$ cat src/rtl/imem_pkg.sv
// imem_pkg: shared loader FSM encoding, word geometry and default image base address
package imem_pkg;

    typedef enum logic [2:0] {
        IDLE,
        RECV,
        WRITE,
        CHECK,
        DONE
    } state_t;

    localparam int WORD_BYTES = 4;

    // The IF stage resets its PC to the same address the loader starts writing at
    localparam logic [31:0] DEFAULT_BASE_ADDR = 32'h0000_0000;

endpackage

$ cat src/rtl/imem_loader_byte_packer.sv
// byte_packer: assembles four accepted bytes into a little-endian 32-bit word
module byte_packer
    import imem_pkg::*;
(
    input  logic        clk,
    input  logic        rst_n,
    input  logic        clr,
    input  logic        take,
    input  logic [7:0]  data,
    output logic [31:0] word,
    output logic        word_valid
);

    logic [1:0]  idx;
    logic [31:0] next_word;

    assign word_valid = take && (idx == 2'(WORD_BYTES - 1));

    // Merge the incoming byte into its lane selected by the byte index
    always_comb begin
        next_word = word;
        next_word[{idx, 3'b000} +: 8] = data;
    end

    // Byte index and partial word; a new load discards any partial word
    always_ff @(posedge clk or negedge rst_n) begin
        if (!rst_n) begin
            idx  <= '0;
            word <= '0;
        end else if (clr) begin
            idx  <= '0;
            word <= '0;
        end else if (take) begin
            idx  <= idx + 2'd1;
            word <= next_word;
        end
    end

endmodule

$ cat src/rtl/imem_loader.sv
// imem_loader: byte-stream to instruction-memory writer holding the core until the image is loaded
// Optional trailing checksum word: define IMEM_LOADER_CHECKSUM_EN
module imem_loader
    import imem_pkg::*;
#(
    parameter int                ADDR_W    = 32,
    parameter logic [ADDR_W-1:0] BASE_ADDR = ADDR_W'(DEFAULT_BASE_ADDR),
    parameter int                LEN_W     = 16
) (
    input  logic              clk,
    input  logic              rst_n,
    input  logic              start,
    input  logic [LEN_W-1:0]  load_len,
    input  logic              in_valid,
    input  logic [7:0]        in_data,
    output logic              in_ready,
    output logic              wr_en,
    output logic [ADDR_W-1:0] wr_addr,
    output logic [31:0]       wr_data,
    output logic              core_hold,
    output logic              done
`ifdef IMEM_LOADER_CHECKSUM_EN
    ,
    output logic [31:0]       chk_sum,
    output logic [0:0]        chk_err
`endif
);

`ifdef IMEM_LOADER_CHECKSUM_EN
    localparam state_t FIN = CHECK;
`else
    localparam state_t FIN = DONE;
`endif

    state_t           state, state_nxt;
    logic [LEN_W-1:0] len, cnt, cnt_nxt;
    logic             take, load, word_valid;
    logic [31:0]      word;

    assign take    = in_valid && in_ready;
    assign load    = start && (state == IDLE || state == DONE);
    assign cnt_nxt = cnt + LEN_W'(1);
    assign wr_data = word;

    byte_packer u_packer (
        .clk        (clk),
        .rst_n      (rst_n),
        .clr        (load),
        .take       (take),
        .data       (in_data),
        .word       (word),
        .word_valid (word_valid)
    );

    // State register
    always_ff @(posedge clk or negedge rst_n) begin
        if (!rst_n) state <= IDLE;
        else        state <= state_nxt;
    end

    // Next state and Moore outputs; start is honoured only from IDLE or DONE
    always_comb begin
        state_nxt = state;
        in_ready  = 1'b0;
        wr_en     = 1'b0;
        core_hold = 1'b1;
        done      = 1'b0;
        case (state)
            RECV: begin
                in_ready = 1'b1;
                if (word_valid) state_nxt = WRITE;
            end
            WRITE: begin
                wr_en     = 1'b1;
                state_nxt = (cnt_nxt == len) ? FIN : RECV;
            end
`ifdef IMEM_LOADER_CHECKSUM_EN
            CHECK: begin
                in_ready = 1'b1;
                if (word_valid) state_nxt = DONE;
            end
`endif
            DONE: begin
                core_hold = 1'b0;
                done      = 1'b1;
            end
            default: ;
        endcase
        if (load) state_nxt = (load_len == '0) ? FIN : RECV;
    end

    // Word address and word counter; equality compare keeps the max length free of overflow
    always_ff @(posedge clk or negedge rst_n) begin
        if (!rst_n) begin
            wr_addr <= BASE_ADDR;
            len     <= '0;
            cnt     <= '0;
        end else if (load) begin
            wr_addr <= BASE_ADDR;
            len     <= load_len;
            cnt     <= '0;
        end else if (state == WRITE) begin
            wr_addr <= wr_addr + ADDR_W'(WORD_BYTES);
            cnt     <= cnt_nxt;
        end
    end

`ifdef IMEM_LOADER_CHECKSUM_EN
    // Running sum of written words, compared against the trailing word as its last byte arrives
    always_ff @(posedge clk or negedge rst_n) begin
        if (!rst_n) begin
            chk_sum <= '0;
            chk_err <= '0;
        end else if (load) begin
            chk_sum <= '0;
            chk_err <= '0;
        end else if (state == WRITE) begin
            chk_sum <= chk_sum + word;
        end else if (state == CHECK && word_valid) begin
            chk_err <= 1'({in_data, word[23:0]} != chk_sum);
        end
    end
`endif

endmodule

$ cat config.mk
export PLATFORM = sky130hd
export DESIGN_NAME = imem_loader
export DESIGN_NICKNAME = d
export VERILOG_FILES = /design/src/rtl/imem_pkg.sv /design/src/rtl/imem_loader_byte_packer.sv /design/src/rtl/imem_loader.sv
export SDC_FILE = /design/constraint.sdc
export NUM_CORES = 1
export LEC_CHECK = 0
export BUFFER_PORTS_ARGS = -buffer_cell sky130_fd_sc_hd__buf_2
export CORE_ASPECT_RATIO = 0.75
export CORE_MARGIN = 2
export CORE_UTILIZATION = 51
export CTS_BUF_LIST = sky130_fd_sc_hd__clkbuf_8
export DETAILED_ROUTE_END_ITERATION = 12
export PLACE_DENSITY = 0.87
export SYNTH_ARGS = -nofsm -noshare
export SYNTH_HDL_FRONTEND = slang
export SYNTH_HIERARCHICAL = 1
export SYNTH_SLANG_ARGS = --single-unit
$ cat constraint.sdc
create_clock -name clk -period 5 [get_ports clk]
set_input_delay 0.5 -clock clk [delete_from_list [all_inputs] [get_ports clk]]
set_output_delay 0.5 -clock clk [all_outputs]
set_load 0.01 [all_outputs]
== After elaboration in Yosys (flattened, before gate mapping) ==
Cells that the tools add are included.

* Memories kept: 0
* Memory bits (read-only): 0
* RAM bits: 0
* Register bits: 101
* Output and inout port bits: 68
* Logic and storage cells: 46
* Bits in latches: 0

* Add/subtract/negate cells: 4
* $lt $le $gt $ge: 0
* Reductions and logical operators: 10
* Equal/unequal tests: 6
* Multiply operators: 0
* Shift-type cells: 2
* Bitwise operators: 0
* Div/mod/pow operators: 0
* Multiplexer cells: 18

{| class="wikitable"
|+ Operators by type and width
! cell !! number
|-
| 32-bit two-way mux || 4
|-
| 32-bit by 3-bit adder with 32-bit output (second input constant) || 1
|-
| 32-bit bitwise mux || 1
|-
| 16-bit two-way mux || 2
|-
| 8-bit by 7-bit variable shift with 32-bit output (first input constant) || 1
|-
| 8-bit by 7-bit indexed part select with 32-bit output || 1
|-
| 16-bit by 1-bit adder with 16-bit output (second input constant) || 1
|-
| 16-bit == test || 1
|-
| 16-bit zero test || 1
|-
| 3-bit two-way mux || 4
|-
| 5-bit negation with 7-bit output || 1
|-
| 3-bit case mux with 2 select lines || 1
|-
| 1-bit two-way mux || 4
|-
| 2-bit two-way mux || 2
|-
| 2-bit nonzero test || 2
|-
| 3-bit by 1-bit == test with 1-bit output (second input constant) || 1
|-
| 3-bit by 2-bit == test with 1-bit output (second input constant) || 1
|-
| 3-bit == test (second input constant) || 1
|-
| 1-bit logical AND || 3
|-
| 3-bit zero test || 1
|-
| 3-bit by 2-bit != test with 1-bit output (second input constant) || 1
|-
| 3-bit nonzero test || 1
|-
| 2-bit by 1-bit adder with 2-bit output (second input constant) || 1
|-
| 2-bit == test (second input constant) || 1
|-
| other kinds (2) || 2
|}

== Longest topological paths before layout ==
Gate-level depths: netlist of run 1.

* Depth in word-level cells: 7
* Mapped depth: 9

== By module ==
Netlist of run 1, hierarchy kept.

{| class="wikitable"
|+ Modules (own cells, without submodules)
! module !! instances !! area each (µm²) !! cells each !! seq. area each (µm²)
|-
| imem_loader || 1 || 3470.8 || 355 || 1626.6
|-
| byte_packer || 1 || 1458.9 || 106 || 850.8
|}

== Worst setup path before layout of run 1 ==
Ideal clock, no wire load.

* Path type: input to register
* From: input start
* To: register u_packer.word[15]
* Data required time: 4878 ps
* Stages: 8
* Setup slack: 2564 ps
* Setup time: 122 ps
* Arrival: 2315 ps
* Cells stage by stage: nor3b_1 -> clkbuf_1 -> clkbuf_1 -> buf_6 -> and4bb_1 -> buf_6 -> buf_6 -> a32o_1

* Longest elaborated chain between the ends: 2
* Elaborated cells on any way between the ends: 3
* Classes of those cells: mux (1); reduce/logical (2)

{| class="wikitable"
|+ RTL lines
! item !! RTL line !! text
|-
| from (decl) || imem_loader.sv:12 || <nowiki>input logic start,</nowiki>
|-
| 1-bit logical AND (*) || imem_loader.sv:41 || <nowiki>assign load = start && (state == IDLE || state == DONE);</nowiki>
|-
| net load || imem_loader.sv:37 || <nowiki>logic take, load, word_valid;</nowiki>
|-
| 32-bit two-way mux / 2-bit nonzero test (equally long branches) || n/a ||
|-
| to (signal assigned) || imem_loader_byte_packer.sv:35 || <nowiki>word <= next_word;</nowiki>
|-
| to (decl) || imem_loader_byte_packer.sv:10 || <nowiki>output logic [31:0] word,</nowiki>
|}

Mark *: on every way through the listed nets, which the timed path passes. The rest lies on a longest branch.
A chain may end at the register's enable or synchronous reset.

== Final worst setup path of run 1 ==
* From: register state[0]
* To: register cnt[8]

* Longest elaborated chain between the ends: 4
* Elaborated cells on any way between the ends: 7
* Classes of those cells: eq/ne (2); mux (1); reduce/logical (4)

{| class="wikitable"
|+ RTL lines
! item !! RTL line !! text
|-
| from (decl) || imem_loader.sv:35 || <nowiki>state_t state, state_nxt;</nowiki>
|-
| from (signal assigned) || imem_loader.sv:58 || <nowiki>else state <= state_nxt;</nowiki>
|-
| 3-bit == test / 3-bit zero test (equally long branches) || imem_loader.sv:41 ||
|-
| 1-bit logical OR || imem_loader.sv:41 ||
|-
| 1-bit logical AND || imem_loader.sv:41 ||
|-
| 16-bit two-way mux / 2-bit nonzero test (equally long branches) || n/a ||
|-
| to (signal assigned) || imem_loader.sv:104 || <nowiki>cnt <= cnt_nxt;</nowiki>
|-
| to (decl) || imem_loader.sv:36 || <nowiki>logic [LEN_W-1:0] len, cnt, cnt_nxt;</nowiki>
|}

Parallel ways exist; a longest one is shown, timed or not.

==> out/metrics.csv, run 1 <==
metric;value;unit
status;finished, final reports clean;
multi-input logic area;2300;um2
Yosys reg bits;99;
Site Rows;31;
Worst path slowest cell;nor2_1;
clk_lat worst skew;0.37;ns
Max Clock Freq;384;MHz
vias in the first global route;3821;
combinational share of power;0.360;
final setup vio count;0;
Area Overhead vs Synth;14.9;%
Seq/Total Area, Yosys;0.503;
commonest non-fill, non-tap cells in the layout;dfrtp_1, buf_2, nor2_1;
largest net degree at the start of global routing;58;
Pre-Repair DR Iteration Count;7;
routed vias/inst;5.76;
Syn Area/Cell;10.7;um2
TNS Setup;0;ns
Static Leakage;2.74;nW
Worst VDD drop;0.000242;V
Cell Area, Placed;5460;um2
drt drc;0;
core region area;9540;um2
Final min period;2.61;ns
Post-Syn Area;4930;um2
Seq pwr share;0.461;
Pwr Density;537;nW/um2
YS warnings;6;
Die X;118;um
FF+latch area;2480;um2
Inserted Diodes;0;
Post-CTS Resized;0;
synth top area cells;dfrtp_1, a32o_1, xor2_1;
final core occ;0.594;
Worst Setup Start Kind;flip-flop;
clk slew on worst S/H paths;0.09;ns
Hold Buf Count CTS;0;
switching power;0.00118;W
WL final;11.5;mm
TritonCTS buffer count;9;
Synth area leader;dfrtp_1;
Final nets;580;
cell with the most instances on the worst path;nor2_1;
clk sinks;99;
max-cap viol count;0;
CP peak stage delay;0.86;ns
share of the synthesized area in the top cell type;0.503;
Final ANT Viol Nets;0;
Die Ht;89.1;um
CP required;5.25;ns
cell count after synthesis;461;
ratio of cells with drive above 1 in the final layout;0.256;
synth unique cells;50;
clock power share;0.179;
clock skew;0.0111;ns
CTS tree;built;
CP Class;flip-flop to flip-flop;
Final period util;0.521;
Sw Share;0.387;
post-DR wirelength/cell;16.8;um
fillers;773;
Die ar.;10500;um2
RSZ-0062 raised after global routing;no;
CP Capture Type;flip-flop;
CTS root buf;clkbuf_8;
CTS max path bufs;2;
initial antenna violation count;0;
Starting Density;0.517;
most common cell after layout, fill and taps aside;dfrtp_1;
crit path DAT;2.85;ns
critical path peak fanout;19;
Worst Hold Class;primary input to asynchronous set/reset pin;
first-pass GRT wire length;19.0;mm
Worst Tran Pin Value;1.04;ns
GRT Total Usage;0.229;
Final Wtd Congestion;0.874;
Slew HR;0.302;
Port-buffer cells;93;
dpl hpwl;8.10;mm
CP Cell Sequence;nor2_1 > nand2_1 > inv_2 > nor2_1 > o21ai_0 > o41ai_1;
Final Hold Fails;0;
Setup Fix Bufs, Post-CTS;0;
Final Max Slew Viols;0;
initial DRC count;266;
routed vias;3926;
number of H-tree levels;3;
aggregate global routing overflow;0;
final instance area;5660;um2
Int Pwr;0.00187;W
IO Pins;96;
sequential cells by signal, summed over array words and instances, names as in the netlist:
| name | flops |
|---|---|
| state | 3 |
| cnt | 16 |
| u_packer/idx | 2 |
| u_packer/word | 32 |
| len | 16 |
| wr_addr | 30 |
logic make-up (layout without fill, tap and decap cells):
kind of cell,Yosys count,count (layout),synth area share
AND/OR/NAND/NOR,169,169,0.186
buffers and inverters,31,119,0.0327
multiplexers,19,19,0.0431
AO/OA/AOI/OAI,83,83,0.124
flip-flops,99,99,0.503
XOR/XNOR,52,52,0.0924
adder cells (fa/ha/maj),7,7,0.0178
other,1,2,0.000761
per-stage QoR:
step / worst slack, ns / cells / hold WS (ns) / power (W)
finish: 2.39 / 682 / 0.121 / 0.00304
global route: 2.05 / 682 / 0.149 / 0.00325
CTS: 2.42 / 682 / 0.126 / 0.00305
detailed placement: 2.44 / 666 / 0.476 / 0.00250
global placement: 2.57 / 666 / 0.468 / 0.00243
floorplan: 2.56 / 462 / 0.204 / 0.00212
layer usage:
layer,vias up,wire length (um),GRT usage
li1,1819,-,-
met1,1936,5250,0.311
met2,149,5190,0.356
met3,22,787,0.0695
met4,0,246,0.0789
met5,-,0,0
layout make-up:
class / instances / area share
clock inverter: 7 / 0.0150
timing repair buffer: 95 / 0.0853
sequential: 99 / 0.437
inverter: 8 / 0.00530
tap: 132 / 0.0292
clock buffer: 9 / 0.0219
multi-input combinational: 332 / 0.406
synthesized netlist by cell type, drive strengths merged:
cell type and instances:
mux2 18, a21oi 11, inv 8, dfrtp 99, or3 3, clkbuf 8
a22oi 2, o31ai 2, nand3 16, a211o 1, o211ai 1, a21o 1
xor2 32, nand2 33, and2 4, and4 3, buf 15, mux2i 1
or4 1, nor3 6, and4b 1, ha 7, nor3b 3, nor2b 9
o22ai 2, nor2 59, a22o 2, a32o 32, a31oi 2, xnor2 20
nand4 15, o41ai 1, conb 1, nor4 10, o21ai 25, a211oi 1
and3 4, and4bb 1, nand3b 1
power groups by stage:
stage	clock [W]	combinational [W]	sequential (W)
5_1_grt	0.000592	0.00121	0.00145
6_report	0.000545	0.00109	0.00140
3_3_place_gp	0	0.00104	0.00139
3_5_place_dp	0	0.00109	0.00141
4_1_cts	0.000561	0.00109	0.00140
2_1_floorplan	0	0.000725	0.00139
critical path, delay by kind of cell (launching register included):
kind            cells  cell delay [ns]
simple gates        3             1.39
flops               1             0.43
compound gates      2             0.37
buf+inv             1             0.30
path summary, 6_finish.rpt:
path / startpoint / slack, ns / cells after the start / end
worst max-delay path: state[0] / 2.39 / 6 / cnt[8]
worst min-delay path: rst_n / 0.12 / 1 / cnt[9]
worst max register to register: state[0] / 2.39 / 6 / cnt[8]
worst min register to register: u_packer/word[27] / 0.49 / 1 / u_packer/word[27]
max in group asynchronous: rst_n / 3.75 / 2 / cnt[15]
min in group clk: load_len[8] / 0.38 / 2 / len[8]
Power figures use the tool's default switching activity.
==> run 2, diff against run 1 <==
Settings changed: PLACE_DENSITY 0.87 to 0.9.
Clock period 5 ns to 2.19 ns, I/O delays scaled along.
==> out/metrics.csv, run 2 (synthesis results as in run 1) <==
metric;value;unit
initial DRC count;475;
TritonCTS buffer count;9;
final setup vio count;0;
Final Wtd Congestion;0.984;
Static Leakage;2.80;nW
Final nets;594;
Max Clock Freq;469;MHz
Cell Area, Placed;5570;um2
Port-buffer cells;93;
CTS root buf;clkbuf_8;
Die X;118;um
max-cap viol count;0;
Largest regs;u_packer/word: 32 flops, wr_addr: 30 flops;
CTS tree;built;
FF+latch area;2480;um2
clk sinks;99;
Slew HR;0.521;
Pwr Density;1210;nW/um2
commonest non-fill, non-tap cells in the layout;dfrtp_1, buf_2, nor2_1;
Seq pwr share;0.451;
Area Overhead vs Synth;17.8;%
clock skew;0.0165;ns
fillers;805;
placed cell count;679;
Final Max Slew Viols;0;
CP required;2.46;ns
Site Rows;31;
GRT Total Usage;0.247;
switching power;0.00281;W
drt drc;0;
post-DR wirelength/cell;17.9;um
Sw Share;0.399;
Worst Tran Pin Value;0.718;ns
Starting Density;0.517;
critical path peak fanout;8;
multi-input logic area;2340;um2
worst hold slack;0.0867;ns
Die ar.;10500;um2
Worst VDD drop;0.000558;V
largest net degree at the start of global routing;53;
routed vias;4068;
Final Hold Fails;0;
Pre-Repair DR Iteration Count;5;
vias in the first global route;4050;
most common cell after layout, fill and taps aside;dfrtp_1;
initial antenna violation count;0;
post-route non-filler standard cell count;695;
Final period util;0.973;
status;finished, final reports clean;
Inserted Diodes;0;
TNS Setup;0;ns
final instance area;5810;um2
IO Pins;96;
clk_lat worst skew;0.39;ns
Int Pwr;0.00423;W
clock power share;0.166;
Final ANT Viol Nets;0;
number of H-tree levels;3;
Largest register FFs;32;
WL final;12.4;mm
dpl hpwl;9.01;mm
Final min period;2.13;ns
ratio of cells with drive above 1 in the final layout;0.293;
core region area;9540;um2
Worst Setup Start Kind;flip-flop;
Die Ht;89.1;um
most flop-heavy register;u_packer/word;
CP Capture Type;flip-flop;
CTS max path bufs;2;
CP Class;flip-flop to flip-flop;
routed vias/inst;5.85;
final core occ;0.609;
clk slew on worst S/H paths;0.10;ns
combinational share of power;0.383;
crit path DAT;2.40;ns
first-pass GRT wire length;20.1;mm
Worst Hold Class;primary input to flip-flop;
aggregate global routing overflow;0;
[run 2: metrics by stage]
stage | worst slack, ns | total power, W
3_3_place_gp | 0.173 | 0.00564
4_1_cts | 0.0177 | 0.00701
6_report | 0.0586 | 0.00703
3_5_place_dp | 0.0421 | 0.00583
5_1_grt | -0.000424 | 0.00751
2_1_floorplan | 0.0504 | 0.00484
[run 2: final cells by class]
class / count / share of cell area
Sequential cell: 99 / 0.427
Multi-Input combinational cell: 332 / 0.403
Timing Repair Buffer: 109 / 0.104
Tap cell: 132 / 0.0284
Clock buffer: 9 / 0.0213
Clock inverter: 6 / 0.0116
Inverter: 8 / 0.00517
[run 2: power by group through the flow]
stage          Combinational, W  Sequential, W  Clock (W)
3_3_place_gp            0.00252        0.00312          0
2_1_floorplan           0.00166        0.00318          0
6_report                0.00270        0.00317    0.00117
4_1_cts                 0.00267        0.00315    0.00120
5_1_grt                 0.00297        0.00326    0.00128
3_5_place_dp            0.00265        0.00318          0
[run 2: per-layer routing]
metal  GRT usage  wire (um)  up-vias  part of all wire
met2       0.393       5810      186              0.47
met4       0.102        325        0             0.026
met3      0.0733        977       34             0.079
met1       0.322       5310     2001              0.43
li1            -          -     1847                 -
met5           0          0        -                 0
[run 2: final timing paths]
| kind | startpoint | to | slack (ns) | depth (start not counted) |
|---|---|---|---|---|
| hold / removal | load_len[10] | len[10] | 0.09 | 2 |
| hold reg to reg | u_packer/word[11] | u_packer/word[11] | 0.50 | 1 |
| setup reg to reg | cnt[6] | state[0] | 0.06 | 6 |
| min in group asynchronous | rst_n | len[10] | 0.40 | 2 |
| max in group asynchronous | rst_n | wr_addr[17] | 1.08 | 3 |
| setup / recovery | cnt[6] | state[0] | 0.06 | 6 |
[run 2: repair_timing]
action	in CTS	in global routing
hold buffers	1	0
resized for setup	0	11
endpoints found under the setup margin	0	13
buffers inserted	0	0
endpoints found under the hold margin	48	0
[run 2: critical path, cell delays in order, from the launching register on]
cell	delay, ns
dfrtp_1	0.50
nand4_4	0.26
nor4_2	0.42
xnor2_1	0.15
nor4_1	0.32
and3_1	0.29
a22oi_1	0.08
